[src/rtl/vga_timing_monitor.sv]
// Sink-side VGA timing checker: measures line/frame totals and sync widths, tracks the active pixel.
// Define VGA_MON_CRC_EN to add a per-frame CRC-16-CCITT of the active pixels on frame_crc.
module vga_timing_monitor #(
  parameter int unsigned H_ACTIVE = 640,
  parameter int unsigned V_ACTIVE = 480,
  parameter int unsigned H_START  = 144,
  parameter int unsigned V_START  = 35,
  parameter bit          HS_POL   = 1'b0,
  parameter bit          VS_POL   = 1'b0
) (
  input  logic        clk,
  input  logic        rst,
  input  logic        hs,
  input  logic        vs,
  input  logic [3:0]  r,
  input  logic [3:0]  g,
  input  logic [3:0]  b,
  output logic [11:0] h_total,
  output logic [10:0] v_total,
  output logic [11:0] hs_width,
  output logic [10:0] vs_width,
  output logic        pix_valid,
  output logic [9:0]  pix_x,
  output logic [9:0]  pix_y,
  output logic        locked,
  output logic        frame_done,
  output logic [15:0] frame_crc
);

  typedef enum logic [1:0] {ST_SEARCH, ST_MEASURE, ST_LOCKED} state_e;

  localparam logic [11:0] H_LO = 12'(H_START);
  localparam logic [11:0] H_HI = 12'(H_START + H_ACTIVE);
  localparam logic [10:0] V_LO = 11'(V_START);
  localparam logic [10:0] V_HI = 11'(V_START + V_ACTIVE);

  state_e      state_q, state_d;
  logic        hs_in_q, vs_in_q, hs_prev_q, vs_prev_q;
  logic [11:0] rgb_q;
  logic [11:0] count_h_q, count_h_d;
  logic [10:0] count_v_q, count_v_d;
  logic [11:0] hsw_cnt_q, hsw_cnt_d;
  logic [10:0] vsw_cnt_q, vsw_cnt_d;
  logic [11:0] h_total_q, h_total_d, snap_h_q, snap_h_d;
  logic [10:0] v_total_q, v_total_d, snap_v_q, snap_v_d;
  logic [11:0] hs_width_q, hs_width_d;
  logic [10:0] vs_width_q, vs_width_d;
  logic        pix_valid_q, pix_valid_d;
  logic [9:0]  pix_x_q, pix_x_d, pix_y_q, pix_y_d;
  logic        locked_q, locked_d, frame_done_q, frame_done_d;

  logic hs_act, hs_prev_act, vs_act, vs_prev_act;
  logic hs_lead, hs_trail, vs_lead, vs_trail;
  logic h_sat, in_win, totals_match;

  always_comb begin
    hs_act      = (hs_in_q == HS_POL);
    hs_prev_act = (hs_prev_q == HS_POL);
    vs_act      = (vs_in_q == VS_POL);
    vs_prev_act = (vs_prev_q == VS_POL);
    hs_lead     = hs_act & ~hs_prev_act;
    hs_trail    = ~hs_act & hs_prev_act;
    vs_lead     = vs_act & ~vs_prev_act;
    vs_trail    = ~vs_act & vs_prev_act;
    h_sat       = (count_h_q == '1);
  end

  always_comb begin
    count_h_d    = h_sat ? count_h_q : count_h_q + 12'd1;
    count_v_d    = count_v_q;
    h_total_d    = h_total_q;
    v_total_d    = v_total_q;
    hs_width_d   = hs_width_q;
    vs_width_d   = vs_width_q;
    snap_h_d     = snap_h_q;
    snap_v_d     = snap_v_q;
    state_d      = state_q;
    frame_done_d = 1'b0;

    if (hs_lead) begin
      h_total_d = h_sat ? count_h_q : count_h_q + 12'd1;
      count_h_d = '0;
      count_v_d = (count_v_q == '1) ? count_v_q : count_v_q + 11'd1;
    end
    if (vs_lead) begin
      v_total_d = (count_v_q == '1) ? count_v_q : count_v_q + 11'd1;
      count_v_d = '0;
    end

    hsw_cnt_d = hs_act ? ((hsw_cnt_q == '1) ? hsw_cnt_q : hsw_cnt_q + 12'd1) : '0;
    if (hs_trail) hs_width_d = hsw_cnt_q;

    vsw_cnt_d = '0;
    if (vs_act) vsw_cnt_d = (hs_lead && vsw_cnt_q != '1) ? vsw_cnt_q + 11'd1 : vsw_cnt_q;
    if (vs_trail) vs_width_d = vsw_cnt_q;

    // Compare against the totals being captured this cycle, so a coincident hs edge counts.
    totals_match = (h_total_d == snap_h_q) && (v_total_d == snap_v_q);
    if (vs_lead) begin
      snap_h_d = h_total_d;
      snap_v_d = v_total_d;
    end

    unique case (state_q)
      ST_SEARCH: if (vs_lead) state_d = ST_MEASURE;
      ST_MEASURE: if (vs_lead) begin
        frame_done_d = 1'b1;
        if (totals_match) state_d = ST_LOCKED;
      end
      ST_LOCKED: if (vs_lead) begin
        frame_done_d = 1'b1;
        if (!totals_match) state_d = ST_MEASURE;
      end
      default: state_d = ST_SEARCH;
    endcase

    if (h_sat) begin
      state_d      = ST_SEARCH;
      frame_done_d = 1'b0;
    end
    locked_d = (state_d == ST_LOCKED);

    in_win = (count_h_q >= H_LO) && (count_h_q < H_HI) &&
             (count_v_q >= V_LO) && (count_v_q < V_HI);
    pix_valid_d = in_win;
    pix_x_d     = in_win ? 10'(count_h_q - H_LO) : '0;
    pix_y_d     = in_win ? 10'(count_v_q - V_LO) : '0;
  end

  always_ff @(posedge clk or posedge rst) begin
    if (rst) begin
      state_q      <= ST_SEARCH;
      hs_in_q      <= 1'b0;
      vs_in_q      <= 1'b0;
      hs_prev_q    <= 1'b0;
      vs_prev_q    <= 1'b0;
      rgb_q        <= '0;
      count_h_q    <= '0;
      count_v_q    <= '0;
      hsw_cnt_q    <= '0;
      vsw_cnt_q    <= '0;
      h_total_q    <= '0;
      v_total_q    <= '0;
      snap_h_q     <= '0;
      snap_v_q     <= '0;
      hs_width_q   <= '0;
      vs_width_q   <= '0;
      pix_valid_q  <= 1'b0;
      pix_x_q      <= '0;
      pix_y_q      <= '0;
      locked_q     <= 1'b0;
      frame_done_q <= 1'b0;
    end else begin
      state_q      <= state_d;
      hs_in_q      <= hs;
      vs_in_q      <= vs;
      hs_prev_q    <= hs_in_q;
      vs_prev_q    <= vs_in_q;
      rgb_q        <= {r, g, b};
      count_h_q    <= count_h_d;
      count_v_q    <= count_v_d;
      hsw_cnt_q    <= hsw_cnt_d;
      vsw_cnt_q    <= vsw_cnt_d;
      h_total_q    <= h_total_d;
      v_total_q    <= v_total_d;
      snap_h_q     <= snap_h_d;
      snap_v_q     <= snap_v_d;
      hs_width_q   <= hs_width_d;
      vs_width_q   <= vs_width_d;
      pix_valid_q  <= pix_valid_d;
      pix_x_q      <= pix_x_d;
      pix_y_q      <= pix_y_d;
      locked_q     <= locked_d;
      frame_done_q <= frame_done_d;
    end
  end

  assign h_total    = h_total_q;
  assign v_total    = v_total_q;
  assign hs_width   = hs_width_q;
  assign vs_width   = vs_width_q;
  assign pix_valid  = pix_valid_q;
  assign pix_x      = pix_x_q;
  assign pix_y      = pix_y_q;
  assign locked     = locked_q;
  assign frame_done = frame_done_q;

`ifdef VGA_MON_CRC_EN
  logic [15:0] crc_q, crc_d, frame_crc_q, frame_crc_d;

  function automatic logic [15:0] crc_step(input logic [15:0] c, input logic [11:0] d);
    logic [15:0] x;
    logic        fb;
    x = c;
    for (int unsigned i = 0; i < 12; i++) begin
      fb = x[15] ^ d[4'(11 - i)];
      x  = {x[14:0], 1'b0} ^ (fb ? 16'h1021 : 16'h0000);
    end
    return x;
  endfunction

  // pix_valid_q and rgb_q were captured on the same edge, so they describe the same pixel.
  always_comb begin
    crc_d       = crc_q;
    frame_crc_d = frame_crc_q;
    if (vs_lead) begin
      frame_crc_d = crc_q;
      crc_d       = '1;
    end else if (pix_valid_q) begin
      crc_d = crc_step(crc_q, rgb_q);
    end
  end

  always_ff @(posedge clk or posedge rst) begin
    if (rst) begin
      crc_q       <= '1;
      frame_crc_q <= '0;
    end else begin
      crc_q       <= crc_d;
      frame_crc_q <= frame_crc_d;
    end
  end

  assign frame_crc = frame_crc_q;
`else
  logic unused_rgb;
  assign unused_rgb = ^rgb_q;
  assign frame_crc  = '0;
`endif

endmodule

[config.mk]
export PLATFORM = sky130hd
export DESIGN_NAME = vga_timing_monitor
export DESIGN_NICKNAME = d
export VERILOG_FILES = /design/src/rtl/vga_timing_monitor.sv
export SDC_FILE = /design/constraint.sdc
export NUM_CORES = 1
export LEC_CHECK = 0
export BUFFER_PORTS_ARGS = -buffer_cell sky130_fd_sc_hd__buf_2
export CORE_UTILIZATION = 45
export DETAILED_ROUTE_END_ITERATION = 16
export PLACE_DENSITY_LB_ADDON = 0.25
export SLEW_MARGIN = 20
export SYNTH_ARGS = -nofsm -noshare
export SYNTH_HDL_FRONTEND = slang
export SYNTH_SLANG_ARGS = --single-unit
[constraint.sdc]
create_clock -name clk -period 10.2 [get_ports clk]
set_input_delay 0.51 -clock clk [delete_from_list [all_inputs] [get_ports clk]]
set_output_delay 0.51 -clock clk [all_outputs]
set_load 0.02 [all_outputs]
# Word level (Yosys, flattened, before mapping)
# Cells that the tools add are included.
totals:
  register_bits: 144
  latch_bits: 0
  ram_bits: 0
  mem_bits_ro: 0
  input_bits: 16
  out_inout_bits: 85
  elab_cells: 80
  n_memories: 0
op_classes:
  n_addsub: 6
  n_mul: 0
  div: 0
  n_lt_le_gt_ge: 4
  n_eq_ne: 10
  shift: 0
  n_mux: 23
  bitwise: 8
  reduce_logical: 9
op_table:
  columns: ["cell", "count"]
  rows:
  - ["2-to-1 mux 11 bit", 6]
  - ["2-to-1 mux 12 bit", 5]
  - ["adder 12 x 1 -> 12 bit (second input constant)", 2]
  - ["== test 12 bit (second input constant)", 2]
  - ["adder 11 x 1 -> 11 bit (second input constant)", 2]
  - ["2-to-1 mux 10 bit", 2]
  - ["== test 12 bit", 1]
  - [">= comparator 12 x 8 -> 1 bit (second input constant)", 1]
  - ["less-than comparator 12 x 10 -> 1 bit (second input constant)", 1]
  - ["2-to-1 mux 2 bit", 6]
  - ["== test 11 bit", 1]
  - ["== test 11 bit (second input constant)", 1]
  - [">= comparator 11 x 6 -> 1 bit (second input constant)", 1]
  - ["less-than comparator 11 x 10 -> 1 bit (second input constant)", 1]
  - ["!= test 11 bit (second input constant)", 1]
  - ["subtractor 10 x 6 -> 10 bit (second input constant)", 1]
  - ["subtractor 10 x 8 -> 10 bit (second input constant)", 1]
  - ["one-hot mux 2 bit (3 select lines)", 1]
  - ["logical AND 1 bit", 5]
  - ["AND 1 bit", 4]
  - ["== test 2 bit (second input constant)", 2]
  - ["NOT 1 bit", 4]
  - ["nonzero test 2 bit", 2]
  - ["2-to-1 mux 1 bit", 3]
  - ["other kinds (4)", 4]

# Depth between registers and ports, before layout
logic_depth:
  word_depth: 10
  ltp_mapped: 13
  depth_no_buf: 10

# Least setup slack after synthesis
# No wires, ideal clock.
synth_path:
  kind: "register to register"
  startpoint: "register count_v_q[1]"
  endpoint: "register locked_q (netlist: locked)"
  setup_time_ps: 73
  arrival_time_ps: 2567
  required_ps: 10127
  path_slack_ps: 7560
  path_stages_with_launch: 13
  path_buffers: 2
  period_less_slack_ps: 2640
  path_cell_list: "dfrtp_1 -> ha_1 -> buf_6 -> and3_4 -> buf_6 -> a31oi_4 -> a211oi_2 -> a2111oi_4 -> nand4_1 -> nor4_2 -> o211ai_1 -> a211oi_2 -> nor2b_1"
synth_via:
  elab_chain_cells: 10
  word_cells_on_any_way: 13
  classes_between: "1 x add/sub; 3 x eq/ne; 8 x mux; 1 x reduce/logical"
synth_rtl:
  columns: ["item", "line", "rtl"]
  rows:
  - ["start, declared", "41", "logic [10:0] count_v_q, count_v_d;"]
  - ["start signal, assigned", "161", "count_v_q <= count_v_d;"]
  - ["adder 11 x 1 -> 11 bit or == test 11 bit (tied branches)", "86", "v_total_d = (count_v_q == '1) ? count_v_q : count_v_q + 11'd1;"]
  - ["2-to-1 mux 11 bit *", "86", null]
  - ["2-to-1 mux 11 bit *", "85", "if (vs_lead) begin"]
  - ["== test 11 bit *", "98", "totals_match = (h_total_d == snap_h_q) && (v_total_d == snap_v_q);"]
  - ["logical AND 1 bit *", "98", null]
  - ["2-to-1 mux 2 bit (on tied branches)", "112, 108", null]
  - ["2-to-1 mux 2 bit (on tied branches)", "110, 106", null]
  - ["one-hot mux 2 bit (3 select lines) *", "104", "unique case (state_q)"]
  - ["2-to-1 mux 2 bit *", "117", "if (h_sat) begin"]
  - ["net state_d[1]", "37", "state_e state_q, state_d;"]
  - ["== test 2 bit *", "121", "locked_d = (state_d == ST_LOCKED);"]
  - ["net locked_d", "50", "logic locked_q, locked_d, frame_done_q, frame_done_d;"]
  - ["end signal, assigned", "173", "locked_q <= locked_d;"]
  - ["end, declared", "50", null]
# Mark *: on every way through the listed nets, which the timed path passes. The rest lies on a longest branch.
# A chain may end at the register's enable or synchronous reset.

# Worst setup path after layout
layout_path:
  startpoint: "register count_v_q[0]"
  endpoint: "register locked_q (netlist: locked)"
# The elaborated chain is that of the path after synthesis.

==> impl_metrics.csv <==
group,metric,value,unit
floorplan,start_util,0.4625,
timing,setup_violations,0,
job,cap_violations,0,
critical_path,critical_path_class,"register to register",
synth,synth_top_cell_by_area,"dfrtp_1",
clocking,postCtsSetupRepairBufs,0,
timing,worst_pin_slew,854.3,ps
timing,slew_headroom,0.4305,
critical_path,critPathCaptureType,"register",
clocking,clock_sinks,144,
timing,min_period,3433,ps
route,routed_via_density,5.424,
timing,hold_viol_final,0,
hold_path,hold_path.class,"input pin to register",
timing,min_period_over_period,0.3365,
timing,rsz0062_at_grt,"no",
clocking,clockBufferDepth,2,
route,dr.first_iter.drc_count,409,
placed_design,io_buffers,72,
route,wl,16170,um
critical_path,crit_required,10550,ps
route,vias,5538,
clocking,cts_tree,"yes",
synth,async_flop_share,1.000,
clocking,hold_buffers,0,
floorplan,fp.dieH,130.0,um
route,drc,0,
floorplan,pin_count,101,
critical_path,crit_arrival,3780,ps
final_layout,diodes,0,
global_route,antenna_found_initial,0,
synth,yosysWarnings,0,
floorplan,die_area,0.01690,mm2
clocking,numCtsBuffers,17,
floorplan,core_area,0.01594,mm2
pwr,p_leak,3.972,nW
global_route,grt_pass1_wl,26610,um
synth,synth.top_cells.by_count,"dfrtp_1 (144), nand2_1 (85), nor2_1 (82)",
pwr,ir_drop,116.7,uV
clocking,path_clk_slew,70,ps
final_layout,fin_nets,820,
synth,synth_cells,747,
clocking,cts_htree_levels,4,
critical_path,critPathMaxFanout,19,
synth,ys_types,68,
final_layout,finalNonFillerCells,1021,
synth,synthFlopType,"dfrtp_1",
clocking,cts_resized,0,
global_route,grt.overflow.total,0,
critical_path,startpoint_type,"register",
floorplan,die_w,130.0,um
timing,fmax,291.3,MHz
run_status,status,"completed",
route,wl_per_cell,15.84,um
timing,clock_skew,9.782,ps
synth,synth.most_common_cell,"dfrtp_1",
synth,ys_ff_latch,144,
global_route,grt_max_degree,76,
placed_design,dpl.cell_count,989,
final_layout,areaGrowthSynthToFinish,12.47,%
global_route,grt_pass1_vias,5293,
placed_design,place_congestion,0.8744,
synth,synth-seq-area-share,0.4887,
synth,synth_edf_count,0,
route,first_pass_iters,5,
pwr,p_per_area,178.5,mW/mm2
placed_design,dp_hpwl,11180,um
clocking,insertion_delay,430,ps
floorplan,rows,46,
clocking,cts_root_buf,"clkbuf_16",
synth,syn_avg_cell_area,9.871,um2
final_layout,drive_gt1_frac,0.1913,
synth,synth_top_area_frac,0.4887,
synth,syn-cell-area,0.007373,mm2
timing,layout_setup_ws,6767,ps
placed_design,preCtsSetupSlack,6784,ps
route,ant_nets,0,
global_route,grt_usage,0.2047,
timing,final-max-slew-violation-count,0,
synth,yosys-top-cells-area,"dfrtp_1 (49%), nand2_1 (4.3%), nor2_1 (4.2%), xnor2_1 (3.8%), mux2_2 (3.5%)",
timing,finalSetupTns,0,ps
## cell type report
| type | count | area, um2 |
|---|---|---|
| fillers | 1450 | 7650 |
| flip-flops and latches | 144 | 3603 |
| multi-input cells | 530 | 3352 |
| clock buffers | 19 | 452.9 |
| repair buffers | 77 | 397.9 |
| well taps | 216 | 270.3 |
| clock inverters | 13 | 128.9 |
| inverters | 22 | 87.58 |
## state kept, by name (all words and copies together), names as in the netlist
signal / flops
count_h_q: 12
h_total: 12
hs_width: 12
hsw_cnt_q: 12
snap_h_q: 12
count_v_q: 11
snap_v_q: 11
v_total: 11
vs_width: 11
vsw_cnt_q: 11
pix_x: 10
pix_y: 10
state_q: 2
frame_done: 1
hs_in_q: 1
hs_prev_q: 1
locked: 1
pix_valid: 1
vs_in_q: 1
vs_prev_q: 1
## worst max-delay path, cell delays in order, from the launching register on
cell and delay, ps:
dfrtp_1 600, ha_1 400, and3_4 380, nand3_2 200, mux2i_1 170, a2111oi_0 420, nand4_1 210, nor4_2 380
o211ai_1 160, a211oi_2 250, nor2b_1 180
## stage by stage
step / power [mW] / utilization / instance area [um2] / hold WS (ps)
6_report: 1.480 / 0.5202 / 8293 / 184.6
5_1_grt: 1.547 / 0.5202 / 8293 / 174.7
4_1_cts: 1.492 / 0.5202 / 8293 / 175.7
3_5_place_dp: 0.8829 / 0.4837 / 7711 / 466.6
3_3_place_gp: 0.8749 / 0.4837 / 7711 / 461.1
2_1_floorplan: 0.8263 / - / 7430 / 424.4
## logic make-up after synthesis
group / synth area share
compound gates: 0.1285
xor+xnor: 0.06177
buf+inv: 0.06499
other cells: 0.0005086
fa+ha+maj: 0.02036
flops: 0.4887
simple gates: 0.1906
mux: 0.04463
## metal layers
metal / vias to the layer above / share of wire / track usage
met4: 0 / 0.011 / 0.05814
met2: 159 / 0.48 / 0.3322
li1: 2673 / - / -
met1: 2687 / 0.47 / 0.2747
met3: 19 / 0.048 / 0.04715
met5: - / 0 / 0
## power breakdown
part / internal, mW / switching (mW)
sequential: 0.607 / 0.0511
clock: 0.353 / 0.255
combinational: 0.0841 / 0.131
total: 1.04 / 0.437
## layout by cell type, fill, tap and decap left out, types with 9 or more instances in the layout
master	netlist	routed
nor2_1	82	82
and2_1	9	9
buf_2	11	72
a211oi_1	11	11
o31ai_1	10	10
ha_1	12	12
nand4_1	15	15
nand2_1	85	85
clkbuf_16	0	17
nor3_1	19	19
xnor2_1	32	32
a21oi_1	27	27
a31oi_1	12	12
conb_1	1	16
mux2_2	23	23
inv_1	22	21
and3_1	11	11
nand3_1	16	16
dfrtp_1	144	144
xor2_1	20	20
o21ai_0	31	31
## path summary, 6_finish.rpt
path | start | end | slack [ps] | cells past startpoint
min in group asynchronous | rst | hsw_cnt_q[11] | 190 | 2
worst min-delay path | hs | hs_in_q | 180 | 1
max in group asynchronous | rst | count_v_q[10] | 8660 | 3
worst max-delay path | count_v_q[0] | locked | 6770 | 10
worst max register to register | count_v_q[0] | locked | 6770 | 10
worst min register to register | snap_v_q[5] | snap_v_q[5] | 480 | 1
No activity file was read; power rests on OpenSTA's default activity.
